==> src/rtl/alu_result_fifo.sv <==
// alu_result_fifo: first-word-fall-through FIFO for 16-bit ALU results
// (Z plus flags {S,ZR,CY,P,V}). It also keeps a sticky OR of every flag
// accepted since the last clear.
//
// Handshake: a transfer happens on a rising clk edge when valid and ready are
// both high on that side (push = in_valid & in_ready, pop = out_valid &
// out_ready). in_ready and out_valid depend only on registered occupancy, so
// a pop while full never frees space for a push in the same cycle. The
// producer holds Z and the flags stable while in_valid=1 and in_ready=0.
module alu_result_fifo #(
  parameter int WIDTH = 16,
  parameter int DEPTH = 4
) (
  input  logic                       clk,
  input  logic                       rst_n,
  input  logic                       in_valid,
  output logic                       in_ready,
  input  logic [WIDTH-1:0]           Z,
  input  logic                       S,
  input  logic                       ZR,
  input  logic                       CY,
  input  logic                       P,
  input  logic                       V,
  output logic                       out_valid,
  input  logic                       out_ready,
  output logic [WIDTH-1:0]           out_z,
  output logic [4:0]                 out_flags,
  output logic [4:0]                 sticky_flags,
  input  logic                       clr_sticky,
  output logic [$clog2(DEPTH):0]     count
);

  localparam int AW = $clog2(DEPTH);
  localparam int CW = AW + 1;
  localparam int EW = WIDTH + 5;
  localparam logic [CW-1:0] FULL_COUNT = CW'(DEPTH);

  logic [EW-1:0] mem [DEPTH];
  logic [AW-1:0] wr_ptr;
  logic [AW-1:0] rd_ptr;
  logic [4:0]    in_flags;
  logic          push;
  logic          pop;

  assign in_flags  = {S, ZR, CY, P, V};
  assign in_ready  = (count != FULL_COUNT);
  assign out_valid = (count != '0);
  assign push      = in_valid & in_ready;
  assign pop       = out_valid & out_ready;

  // Head entry falls through combinationally; zeroed while empty.
  always_comb begin
    out_z     = '0;
    out_flags = '0;
    if (out_valid) begin
      out_z     = mem[rd_ptr][EW-1:5];
      out_flags = mem[rd_ptr][4:0];
    end
  end

  // Storage array: written on push, intentionally not reset.
  always_ff @(posedge clk) begin
    if (push) begin
      mem[wr_ptr] <= {Z, in_flags};
    end
  end

  // Pointers and occupancy; DEPTH is a power of 2 so pointers wrap naturally.
  always_ff @(posedge clk or negedge rst_n) begin
    if (!rst_n) begin
      wr_ptr <= '0;
      rd_ptr <= '0;
      count  <= '0;
    end else begin
      if (push) begin
        wr_ptr <= wr_ptr + 1'b1;
      end
      if (pop) begin
        rd_ptr <= rd_ptr + 1'b1;
      end
      if (push && !pop) begin
        count <= count + 1'b1;
      end else if (pop && !push) begin
        count <= count - 1'b1;
      end
    end
  end

  // Sticky flags: clear takes priority, then the same-cycle push is ORed in.
  always_ff @(posedge clk or negedge rst_n) begin
    if (!rst_n) begin
      sticky_flags <= '0;
    end else if (clr_sticky) begin
      sticky_flags <= push ? in_flags : 5'b0;
    end else if (push) begin
      sticky_flags <= sticky_flags | in_flags;
    end
  end

endmodule

==> config.mk <==
export PLATFORM = sky130hd
export DESIGN_NAME = alu_result_fifo
export DESIGN_NICKNAME = d
export VERILOG_FILES = /design/src/rtl/alu_result_fifo.sv
export SDC_FILE = /design/constraint.sdc
export NUM_CORES = 1
export LEC_CHECK = 0
export ABC_AREA = 0
export CORE_MARGIN = 1.5
export CORE_UTILIZATION = 53
export DETAILED_ROUTE_END_ITERATION = 6
export PLACE_DENSITY = 0.88
export SLEW_MARGIN = 10
export SYNTH_ARGS = -nofsm -noshare
export SYNTH_HDL_FRONTEND = slang
export SYNTH_SLANG_ARGS = --single-unit
==> constraint.sdc <==
create_clock -name clk -period 2.32 [get_ports clk]
set_input_delay 0.58 -clock clk [delete_from_list [all_inputs] [get_ports clk]]
set_output_delay 0.58 -clock clk [all_outputs]
set_load 0.02 [all_outputs]
==> results.md <==
- Placer Congestion: 0.723
- Initial antenna violation count: 0
- Row count: 30
- CP endpoint kind: primary output
- Arr. time, crit path: 1.80 ns
- Pre-CTS setup slack: -0.137 ns
- Cell variety after synth: 21
- WL met3: 328 um
- CTS Buf Count: 9
- Synth Area in Adders: 0.0218
- Gate count after technology mapping: 180
- Crit path to: out_z[9]
- GR Overflow Total: 0
- Net count, final: 296
- Die span in x: 87.5 um
- CTS Buffer Depth: 2
- Area share of the largest cell type after synthesis: 0.666
- CTS H-tree lvls: 3
- Drt pass-1 iters: 4
- Status: complete, but fails checks
- WP buf/inv: 3
- Max layer used: met4
- Global-route wire length before repair: 10.8 mm
- RSZ-0062 raised after global routing: true
- Critical path type: reg2out
- TritonCTS clock tree: built
- Initial drt markers: 135
- Achievable Freq: 419 MHz
- Post-synth top flop: edfxtp_1
- Num ports: 57
- Critical Path Start Type: flop
- Asr flop ratio synth: 0.125
- Post-Syn Nets: 212
- Largest net degree at the start of global routing: 25
- Period utilization: 1.03
- EDFF count, synth: 84
- Worst rel slew slack: 0.627
- Failing checks: setup timing
- Worst reg2reg startpoint: count[2]
- Design Area, Final: 4900 um2
- Sequential-to-total area share from yosys stat: 0.745
- DRC viols: 0
- CTS clk-pin slew, worst paths: 0.09 ns
- ANT cells: 0
- Die Span Y: 87.5 um
- Top cells by count, synth: edfxtp_1, and2_1, mux4_2
- PortBufs: 56
- Final Hold Violating Endpoints: 0
- Reg2reg setup slack: 0.13 ns
- Share of layout cells above drive strength 1: 0.383
- Hold_buf cts: 0
- Leakage: 1.78 nW
- Cell Chain, Critical Path: buf_12 -> buf_6 -> mux4_2 -> and2_4 -> buf_6
- Overall Power: 6.72 mW
- Synthesized area: 3790 um2
- Crit-path max FO: 7
- Via count: 1,939
- Critical path depth in cells: 5
- Area grow syn2layout: 29.5%
- Yosys warning count: 0
- DRT Wirelength: 7.07 mm
- Finished Layout Cells: 365
- Pwr dens: 1370 nW/um2
- Most used cell, CP: buf_6
- Slew Limit Fails: 0
- Final antenna-violating net count: 0
- Setup total negative slack: -0.246 ns
- Post-synthesis simple-gate area fraction: 0.0482
- Mux contribution to synthesized area: 0.134
- Root Buffer: clkbuf_8
- Top cells by area, synth: edfxtp_1, mux4_2, dfrtp_1
- Syn_area_per_cell: 21.0 um2
- Post-synthesis compound-gate area fraction: 0.0135
- DP HPWL: 4.77 mm
- Via-to-Cell Ratio: 5.31
- Clock sinks: 96
- All-layer global routing usage: 0.202
- WHS: 0.517 ns
- DR WL/cell: 19.4 um
- Family with the most delay on the worst path: multiplexers
- Met2 WL post-DR: 3.81 mm
- Inst Count DP: 345
- Main combinational cell family by area after synthesis: multiplexers
- Peak VDD IR: 0.828 mV
- Worst EP required: 1.74 ns
- HP Class: reg2reg
- Reg-to-Reg End: count[2]
- Worst slew pin tran: 0.558 ns
- Most frequent cell after synthesis: edfxtp_1
- Initial Util: 0.551
- Final WS setup: -0.0638 ns
- Crit path from: rd_ptr[0]
- Final Critical Period: 2.38 ns
- Endpoints failing setup: 9
- Placed Area: 4600 um2
- Final Skew: 0.0111 ns
- Post-synthesis xor/xnor area fraction: 0.0139
- Vias in the first global route: 2,012
- Critical Path Max Stage Delay: 0.49 ns
- Post-route core utilization: 0.714
- Worst r2r path cells: 9
- Max-cap viol count: 0
- Clock latency at the later pin of the worst-skew pair: 0.35 ns
- Core area: 6870 um2
- Wire length on met1: 2.82 mm
- Synth area leader: edfxtp_1
- Die ar.: 7660 um2
- Number of synthesized register bits: 96
- Slowest CP cell: mux4_2
registers in the layout (all words and copies together), names as in the netlist:
signal / count
mem: 84
sticky_flags: 5
count: 3
rd_ptr: 2
wr_ptr: 2
cell type report:
| cell class | count | area, um2 |
|---|---|---|
| Multi-Input combinational cell | 72 | 910 |
| Timing Repair Buffer | 81 | 840 |
| Fill cell | 431 | 1970 |
| Inverter | 4 | 15.0 |
| Tap cell | 96 | 120 |
| Clock buffer | 10 | 128 |
| Clock inverter | 6 | 67.6 |
| Sequential cell | 96 | 2820 |
cell families (layout without fill, tap and decap cells):
family          count (synthesis)  in the layout
mux                            23             23
xor+xnor                        6              6
buf+inv                        12            101
flops                          96             96
fa+ha+maj                       6              6
compound gates                  6              6
simple gates                   31             31
how the worst min path moves through the flow:
stage | slack [ns] | to | depth (start not counted) | start
6_report | 0.52 | sticky_flags[1] | 1 | sticky_flags[1]
3_3_place_gp | 0.49 | sticky_flags[3] | 1 | sticky_flags[3]
3_5_place_dp | 0.50 | sticky_flags[1] | 1 | sticky_flags[1]
2_1_floorplan | 0.28 | count[0] | 0 | rst_n
5_1_grt | 0.54 | sticky_flags[2] | 1 | sticky_flags[2]
4_1_cts | 0.52 | sticky_flags[1] | 1 | sticky_flags[1]
repair_timing:
| item | in CTS | in global routing |
|---|---|---|
| setup endpoints to repair | 22 | 21 |
| resized for setup | 148 | 6 |
| gates cloned | 1 | 0 |
| setup buffers | 4 | 0 |
| pin swaps | 16 | 2 |
cells in the final DEF, fill, tap and decap left out, types with 5 or more instances in the layout:
| cell | count |
|---|---|
| clkdlybuf4s50_1 | 34 |
| buf_4 | 15 |
| edfxtp_1 | 84 |
| ha_1 | 5 |
| dfrtp_1 | 11 |
| a22o_1 | 5 |
| and2_4 | 18 |
| buf_6 | 26 |
| mux4_2 | 21 |
| and2_1 | 7 |
| clkbuf_8 | 9 |
power by group:
part	leakage [nW]	internal, mW	switching (mW)
combinational	0.774	1.79	1.44
clock	0.0929	0.502	0.556
sequential	0.912	2.29	0.138
total	1.78	4.58	2.14
routing by layer:
metal,track usage,vias to the layer above
met3,0.0481,9
met4,0.0750,0
met5,0,-
met1,0.249,987
li1,-,873
met2,0.350,70
(Power assumes the default switching activity.)
